## config.mk

```make
export PLATFORM = sky130hd
export DESIGN_NAME = pr_region_filter
export DESIGN_NICKNAME = d
export VERILOG_FILES = /design/src/rtl/pr_region_pkg.sv /design/src/rtl/pr_kernel3x3.sv /design/src/rtl/pr_region_filter.sv
export SDC_FILE = /design/constraint.sdc
export NUM_CORES = 1
export LEC_CHECK = 0
export CORE_MARGIN = 3
export CORE_UTILIZATION = 45
export CTS_BUF_LIST = sky130_fd_sc_hd__clkbuf_8
export DETAILED_ROUTE_END_ITERATION = 7
export GPL_TIMING_DRIVEN = 0
export PLACE_DENSITY = 0.68
export SLEW_MARGIN = 20
export SYNTH_ARGS = -nofsm -noshare
export SYNTH_HDL_FRONTEND = slang
export SYNTH_SLANG_ARGS = --single-unit
```

## constraint.sdc

```tcl
create_clock -name pixel_clk -period 11.4 [get_ports pixel_clk]
set_input_delay 3.42 -clock pixel_clk [delete_from_list [all_inputs] [get_ports pixel_clk]]
set_output_delay 3.42 -clock pixel_clk [all_outputs]
set_load 0.02 [all_outputs]
```

## src/rtl/pr_region_pkg.sv

```systemverilog
// Shared constants for the PR region filter: filter mode codes and the
// field order of the packed line-buffer word (field 0 is the MSB field).
package pr_region_pkg;
  localparam logic [2:0] MODE_PASS = 3'd0;
  localparam logic [2:0] MODE_GRAY = 3'd1;
  localparam logic [2:0] MODE_INV  = 3'd2;
  localparam logic [2:0] MODE_THR  = 3'd3;
  localparam logic [2:0] MODE_EDGE = 3'd4;
  localparam logic [2:0] MODE_BLUR = 3'd5;

  localparam int F_GRAY  = 0;
  localparam int F_LEFT  = 1;
  localparam int F_RIGHT = 2;
  localparam int F_UP    = 3;
  localparam int F_DOWN  = 4;
  localparam int F_LU    = 5;
  localparam int F_LD    = 6;
  localparam int F_RU    = 7;
  localparam int F_RD    = 8;
  localparam int F_BLUE  = 9;
  localparam int F_GREEN = 10;
  localparam int F_RED   = 11;
  localparam int NFIELD  = 12;
endpackage

```

## src/rtl/pr_kernel3x3.sv

```systemverilog
// Combinational 3x3 kernels on the gray neighbourhood: Sobel gx/gy and a
// 1-2-4 Gaussian sum (unnormalised).
module pr_kernel3x3 #(
  parameter int IN_W = 8
) (
  input  logic [IN_W-1:0]        i_c,
  input  logic [IN_W-1:0]        i_l,
  input  logic [IN_W-1:0]        i_r,
  input  logic [IN_W-1:0]        i_u,
  input  logic [IN_W-1:0]        i_d,
  input  logic [IN_W-1:0]        i_lu,
  input  logic [IN_W-1:0]        i_ld,
  input  logic [IN_W-1:0]        i_ru,
  input  logic [IN_W-1:0]        i_rd,
  output logic signed [IN_W+2:0] o_gx,
  output logic signed [IN_W+2:0] o_gy,
  output logic [IN_W+3:0]        o_gauss
);
  localparam int GW = IN_W + 3;
  localparam int GA = IN_W + 4;

  // Each weighted column/row sum is at most 4*(2^IN_W-1), so the
  // difference never leaves the signed GW-bit range.
  logic [GW-1:0] w_xp, w_xn, w_yp, w_yn;

  assign w_xp = GW'(i_ru) + (GW'(i_r) << 1) + GW'(i_rd);
  assign w_xn = GW'(i_lu) + (GW'(i_l) << 1) + GW'(i_ld);
  assign w_yp = GW'(i_ld) + (GW'(i_d) << 1) + GW'(i_rd);
  assign w_yn = GW'(i_lu) + (GW'(i_u) << 1) + GW'(i_ru);

  assign o_gx = $signed(w_xp - w_xn);
  assign o_gy = $signed(w_yp - w_yn);

  assign o_gauss = (GA'(i_c) << 2)
                 + ((GA'(i_l) + GA'(i_r) + GA'(i_u) + GA'(i_d)) << 1)
                 + GA'(i_lu) + GA'(i_ld) + GA'(i_ru) + GA'(i_rd);
endmodule

```

## src/rtl/pr_region_filter.sv

```systemverilog
// Two-stage pixel pipeline: selectable filter applied inside a rectangular
// window, frame-synchronous mode switching, OUT_W-bit RGB to the VGA port.
module pr_region_filter
  import pr_region_pkg::*;
#(
  parameter int X0     = 100,
  parameter int X1     = 260,
  parameter int Y0     = 100,
  parameter int Y1     = 215,
  parameter int IN_W   = 8,
  parameter int OUT_W  = 4,
  parameter int THRESH = 128
) (
  input  logic                   pixel_clk,
  input  logic                   reset,
  input  logic                   blank,
  input  logic [9:0]             hc,
  input  logic [9:0]             vc,
  input  logic [12*IN_W-1:0]     dout,
  input  logic [2:0]             mode_req,
  input  logic                   mode_req_valid,
  output logic [OUT_W-1:0]       redx,
  output logic [OUT_W-1:0]       greenx,
  output logic [OUT_W-1:0]       bluex,
  output logic                   blank_d,
  output logic [9:0]             hc_d,
  output logic [9:0]             vc_d,
  output logic [2:0]             mode_active
);
  localparam int GW = IN_W + 3;
  localparam int GA = IN_W + 4;
  localparam logic [10:0] LX0 = 11'(X0);
  localparam logic [10:0] LX1 = 11'(X1);
  localparam logic [10:0] LY0 = 11'(Y0);
  localparam logic [10:0] LY1 = 11'(Y1);

  logic [IN_W-1:0] w_f [NFIELD];
  for (genvar k = 0; k < NFIELD; k++) begin : g_unpack
    assign w_f[k] = dout[(NFIELD-k)*IN_W-1 -: IN_W];
  end

  logic w_in_win, w_frame_start;
  assign w_in_win = !blank && ({1'b0, hc} >= LX0) && ({1'b0, hc} < LX1)
                           && ({1'b0, vc} >= LY0) && ({1'b0, vc} < LY1);
  assign w_frame_start = (hc == 10'd0) && (vc == 10'd0);

  // The frame-start pixel already carries the new mode, so a frame is
  // rendered entirely in one mode.
  logic [2:0] r_mode_active, r_mode_pend, w_mode_nxt;
  logic       r_pend_flag;

  always_comb begin
    w_mode_nxt = r_mode_active;
    if (w_frame_start) begin
      if (mode_req_valid)   w_mode_nxt = mode_req;
      else if (r_pend_flag) w_mode_nxt = r_mode_pend;
    end
  end

  always_ff @(posedge pixel_clk or posedge reset) begin
    if (reset) begin
      r_mode_active <= '0;
      r_mode_pend   <= '0;
      r_pend_flag   <= 1'b0;
    end else begin
      r_mode_active <= w_mode_nxt;
      if (mode_req_valid) r_mode_pend <= mode_req;
      if (w_frame_start)       r_pend_flag <= 1'b0;
      else if (mode_req_valid) r_pend_flag <= 1'b1;
    end
  end

  assign mode_active = r_mode_active;

  logic signed [GW-1:0] w_gx, w_gy;
  logic [GA-1:0]        w_gauss;

  pr_kernel3x3 #(.IN_W(IN_W)) u_kernel (
    .i_c    (w_f[F_GRAY]),
    .i_l    (w_f[F_LEFT]),
    .i_r    (w_f[F_RIGHT]),
    .i_u    (w_f[F_UP]),
    .i_d    (w_f[F_DOWN]),
    .i_lu   (w_f[F_LU]),
    .i_ld   (w_f[F_LD]),
    .i_ru   (w_f[F_RU]),
    .i_rd   (w_f[F_RD]),
    .o_gx   (w_gx),
    .o_gy   (w_gy),
    .o_gauss(w_gauss)
  );

  logic                 r_s1_win, r_s1_blank;
  logic [2:0]           r_s1_mode;
  logic [IN_W-1:0]      r_s1_gray, r_s1_red, r_s1_green, r_s1_blue;
  logic signed [GW-1:0] r_s1_gx, r_s1_gy;
  logic [GA-1:0]        r_s1_gauss;
  logic [9:0]           r_s1_hc, r_s1_vc;

  always_ff @(posedge pixel_clk or posedge reset) begin
    if (reset) begin
      r_s1_win   <= 1'b0;
      r_s1_blank <= 1'b0;
      r_s1_mode  <= '0;
      r_s1_gray  <= '0;
      r_s1_red   <= '0;
      r_s1_green <= '0;
      r_s1_blue  <= '0;
      r_s1_gx    <= '0;
      r_s1_gy    <= '0;
      r_s1_gauss <= '0;
      r_s1_hc    <= '0;
      r_s1_vc    <= '0;
    end else begin
      r_s1_win   <= w_in_win;
      r_s1_blank <= blank;
      r_s1_mode  <= w_mode_nxt;
      r_s1_gray  <= w_f[F_GRAY];
      r_s1_red   <= w_f[F_RED];
      r_s1_green <= w_f[F_GREEN];
      r_s1_blue  <= w_f[F_BLUE];
      r_s1_gx    <= w_gx;
      r_s1_gy    <= w_gy;
      r_s1_gauss <= w_gauss;
      r_s1_hc    <= hc;
      r_s1_vc    <= vc;
    end
  end

  logic [GW-1:0]   w_agx, w_agy;
  logic [GW:0]     w_esum;
  logic [IN_W-1:0] w_edge, w_blur, w_thr, w_vr, w_vg, w_vb;

  assign w_agx  = r_s1_gx[GW-1] ? $unsigned(-r_s1_gx) : $unsigned(r_s1_gx);
  assign w_agy  = r_s1_gy[GW-1] ? $unsigned(-r_s1_gy) : $unsigned(r_s1_gy);
  assign w_esum = {1'b0, w_agx} + {1'b0, w_agy};
  assign w_edge = (|w_esum[GW:IN_W]) ? '1 : w_esum[IN_W-1:0];
  assign w_blur = r_s1_gauss[GA-1:4];
  assign w_thr  = (r_s1_gray >= IN_W'(THRESH)) ? '1 : '0;

  always_comb begin
    w_vr = r_s1_red;
    w_vg = r_s1_green;
    w_vb = r_s1_blue;
    case (r_s1_mode)
      MODE_GRAY: begin w_vr = r_s1_gray; w_vg = r_s1_gray; w_vb = r_s1_gray; end
      MODE_INV:  begin w_vr = ~r_s1_red; w_vg = ~r_s1_green; w_vb = ~r_s1_blue; end
      MODE_THR:  begin w_vr = w_thr;  w_vg = w_thr;  w_vb = w_thr;  end
      MODE_EDGE: begin w_vr = w_edge; w_vg = w_edge; w_vb = w_edge; end
      MODE_BLUR: begin w_vr = w_blur; w_vg = w_blur; w_vb = w_blur; end
      default: ;
    endcase
    if (!r_s1_win) begin
      w_vr = '0;
      w_vg = '0;
      w_vb = '0;
    end
  end

  always_ff @(posedge pixel_clk or posedge reset) begin
    if (reset) begin
      redx    <= '0;
      greenx  <= '0;
      bluex   <= '0;
      blank_d <= 1'b1;
      hc_d    <= '0;
      vc_d    <= '0;
    end else begin
      redx    <= w_vr[IN_W-1 -: OUT_W];
      greenx  <= w_vg[IN_W-1 -: OUT_W];
      bluex   <= w_vb[IN_W-1 -: OUT_W];
      blank_d <= r_s1_blank;
      hc_d    <= r_s1_hc;
      vc_d    <= r_s1_vc;
    end
  end
endmodule

```

==> parameters.txt <==
Parameter                              Value

Yosys
  EDFF count, synth    0
  Post-synthesis register bit count    104
  Post-synth top area cell    dfrtp_1
  Most used flip-flop cell after synthesis    dfrtp_1
  Combined area of all synthesized cells    8720 um2
  Unique masters post-synth    55
  Post-synthesis sequential area ratio    29.8%
  Area share of the leading cell type in the synthesized netlist    29.5%
  Average instance area after synthesis    10.1 um2
  Gate count of the mapped netlist    866
  Leading cell types by total area after synthesis    dfrtp_1 30%, fa_1 17%, ha_1 14%
  Async S/R FF share, synth    100%
  Warning count from the yosys run    0
  Net Count, Synth    1162

Timing
  Smallest hold slack    353 ps
  Largest clock skew in the final design    12.7 ps
  RSZ-0062 raised after global routing    no
  Share of the cycle needed by the critical path after routing    82.4%
  Normalized max-slew margin    51.8%
  Clock period minus worst slack    9400 ps
  Final-report setup violation count    0
  Hold Violations, Final    0
  Max frequency    106 MHz
  Final TNS setup    0 ps
  Slew at the pin with the worst max-slew slack    724 ps
  Number of max-slew violations in the final report    0

Flow run
  Max Cap Violations    0

Place
  Post-place instance area    10500 um2
  Total half-perimeter wirelength after legalization and detailed placement    15.9 mm
  Final GP Congestion    0.842
  Port buffer count    146

Floorplanning
  Starting utilization of the core area    46.2%
  IO Pins    159
  Area enclosed by the die boundary    21100 um2
  Die X    145 um
  Number of standard-cell rows in the floorplan    50
  Std-Cell Core Area    18900 um2
  Height of the die    145 um

Layout
  Fraction of final layout cells sized beyond drive strength 1    3.60%
  Area added between synthesis and finish    22.8%
  Post-route cell area    10700 um2
  Post-layout nets    1320
  Number of antenna repair diodes    0

Worst setup path
  Critical path arrival    9680 ps
  Reg2reg start    r_s1_gx[2]$_DFF_PP0_
  Data required time at the worst endpoint    11690 ps
  Startpoint of the most critical setup path    dout[72]
  Critical Setup Path Class    primary input to register
  Startpoint class of the critical path    primary input
  Worst Path Max Fanout    4
  Kind of end point of the critical path    register

Pwr
  Power density normalized to cell area    251 nW/um2
  Total leakage power    4.97 nW
  Switching Fraction    47.1%
  Worst voltage drop across the vdd grid    0.000167 V
  Share of total power in combinational logic    74.8%
  Power share of the sequential group    17.9%
  Share of total power in the clock network    7.3%
  Internal    1.42 mW
  Total net switching power    1.26 mW

Routing
  Vias post-DR    6397
  Number of iterations in the first detailed-routing pass    4
  Wire length reported by the detailed router    18.4 mm
  Number of vias per cell    4.96
  Remaining number of nets flagged by the antenna check after routing    0
  Final routed wire length divided by cell count    14.3 um
  DRT iter0 DRCs    217
  Number of remaining DRC errors    0

Global route
  Overall overflow remaining after global route    0
  Via count of the first global-routing pass    6685
  Combined global-route utilization of all metal layers    17.9%
  Global-route wire length before repair    31.3 mm
  Maximum number of pins on one net before global-route repair    85
  Number of antenna violations at the first check in global routing    0

Clock tree
  Number of buffers created by CTS    9
  Number of hold buffers added after CTS    0
  TritonCTS clock tree    built
  Setup Buffers After CTS    0
  Clock latency on the worst-skew pair    370 ps
  Post-CTS clock slew at the launch and capture registers of the worst setup and hold paths    100 ps
  Deepest level of the CTS H-tree    3
  Sink count of the clock tree    104
  Number of instances resized during post-cts repair    0
  Number of buffers on the longest clock path    2
  Clock root buffer    clkbuf_8

Min path
  Start point of the worst min-delay path    r_s1_hc[4]$_DFF_PP0_
  Class of the tightest hold or removal check    register to register

Status
  Result of the run    complete, no violations
-- Yosys cell counts (all sizes together), types with 8 or more instances --
master / n
nand2: 31
dfrtp: 103
clkbuf: 8
xor2: 24
a21o: 17
nor2b: 12
fa: 75
ha: 98
xnor2: 51
a21oi: 53
or3: 13
nor2: 44
o21a: 17
nor3: 12
inv: 142
o21ai: 55
nand2b: 14
o21bai: 16
-- area by class of cell --
class	instances	area [um2]
Fill cell	1705	8180
Multi-Input combinational cell	610	5540
Sequential cell	104	2600
Timing Repair Buffer	147	1490
Inverter	142	538
Tap cell	260	325
Clock buffer	9	124
Buffer	10	45.0
Clock inverter	7	43.8
-- power groups by stage --
stage	clock network, mW	registers (mW)	logic (mW)
after floorplan	0	0.485	1.57
after global placement	0	0.489	1.99
after detailed placement	0	0.490	2.02
after CTS	0.203	0.482	2.04
after global routing	0.216	0.491	2.30
final	0.196	0.482	2.01
-- worst paths after layout --
path	endpoint	slack, ps	depth (start not counted)
max	r_s1_gauss[11]$_DFF_PP0_	2000	24
min	hc_d[4]$_DFF_PP0_	350	0
max reg2reg	redx[2]$_DFF_PP0_	7560	13
min reg2reg	hc_d[4]$_DFF_PP0_	350	0
max in group asynchronous	blank_d$_DFF_PP1_	7400	3
min in group asynchronous	r_s1_gy[1]$_DFF_PP0_	3370	2
-- worst max-delay path: stages --
cell and delay, ps:
clkdlybuf4s50_1 430, ha_1 270, fa_1 410, a21o_1 200, a21oi_1 270, xnor2_1 130, fa_1 490, inv_1 40
ha_1 320, inv_1 50, o21ai_0 280, a21oi_1 150, xnor2_1 150, fa_1 490, inv_1 60, fa_1 500
fa_1 540, inv_1 40, ha_1 260, o21ai_0 140, o31ai_1 500, nor4_1 90, nor3_1 250, xor2_1 200
-- kinds of logic after synthesis --
group / count (synthesis) / synth area share (%)
AOI/OAI and AO/OA: 199 / 14.7
adders and majority gates: 173 / 31.3
and+or+nand+nor: 155 / 8.99
buffers and inverters: 152 / 6.63
DFF: 104 / 29.8
xor gates and xnor gates: 75 / 7.53
muxes: 8 / 1.06
-- cell usage in the layout (no fill, tap or decap), drive strengths merged, types with 4 or more instances in the layout --
cell type,n
a21oi,53
xnor2,51
clkbuf,17
mux2,7
nand2b,14
a41oi,4
o21ai,55
and2,4
o21a,17
a31oi,6
fa,75
nor2,44
o31ai,6
xor2,24
a211oi,4
nor3,12
ha,98
nor4,7
a21o,17
inv,144
a31o,4
dfrtp,103
a221oi,4
o21bai,16
nor2b,12
clkdlybuf4s50,146
nand2,31
or3,13
-- layer usage --
layer | GRT usage, % | wire length, um
met5 | 0 | 0
met4 | 2.85 | 133
met3 | 2.34 | 643
met2 | 31.6 | 8930
met1 | 24.1 | 8670
-- sequential cells by signal (all words and copies together) (netlist names) --
register     count
r_s1_gx         11
r_s1_gy         11
hc_d            10
r_s1_hc         10
r_s1_vc         10
vc_d            10
bluex            4
greenx           4
r_s1_blue        4
r_s1_gauss       4
r_s1_gray        4
r_s1_green       4
r_s1_red         4
redx             4
r_mode_pend      3
r_s1_mode        3
blank_d          1
r_pend_flag      1
r_s1_blank       1
r_s1_win         1
-- metrics by stage --
stage / worst slack (ps) / total power, mW / cells / utilization (%)
floorplan: 2760 / 2.05 / 866 / -
global placement: 1670 / 2.48 / 1272 / 55.6
detailed placement: 1590 / 2.51 / 1273 / 55.8
CTS: 1970 / 2.72 / 1289 / 56.7
global route: 1630 / 3.01 / 1289 / 56.7
finish: 2000 / 2.69 / 1289 / 56.7
Power figures use the tool's default switching activity.
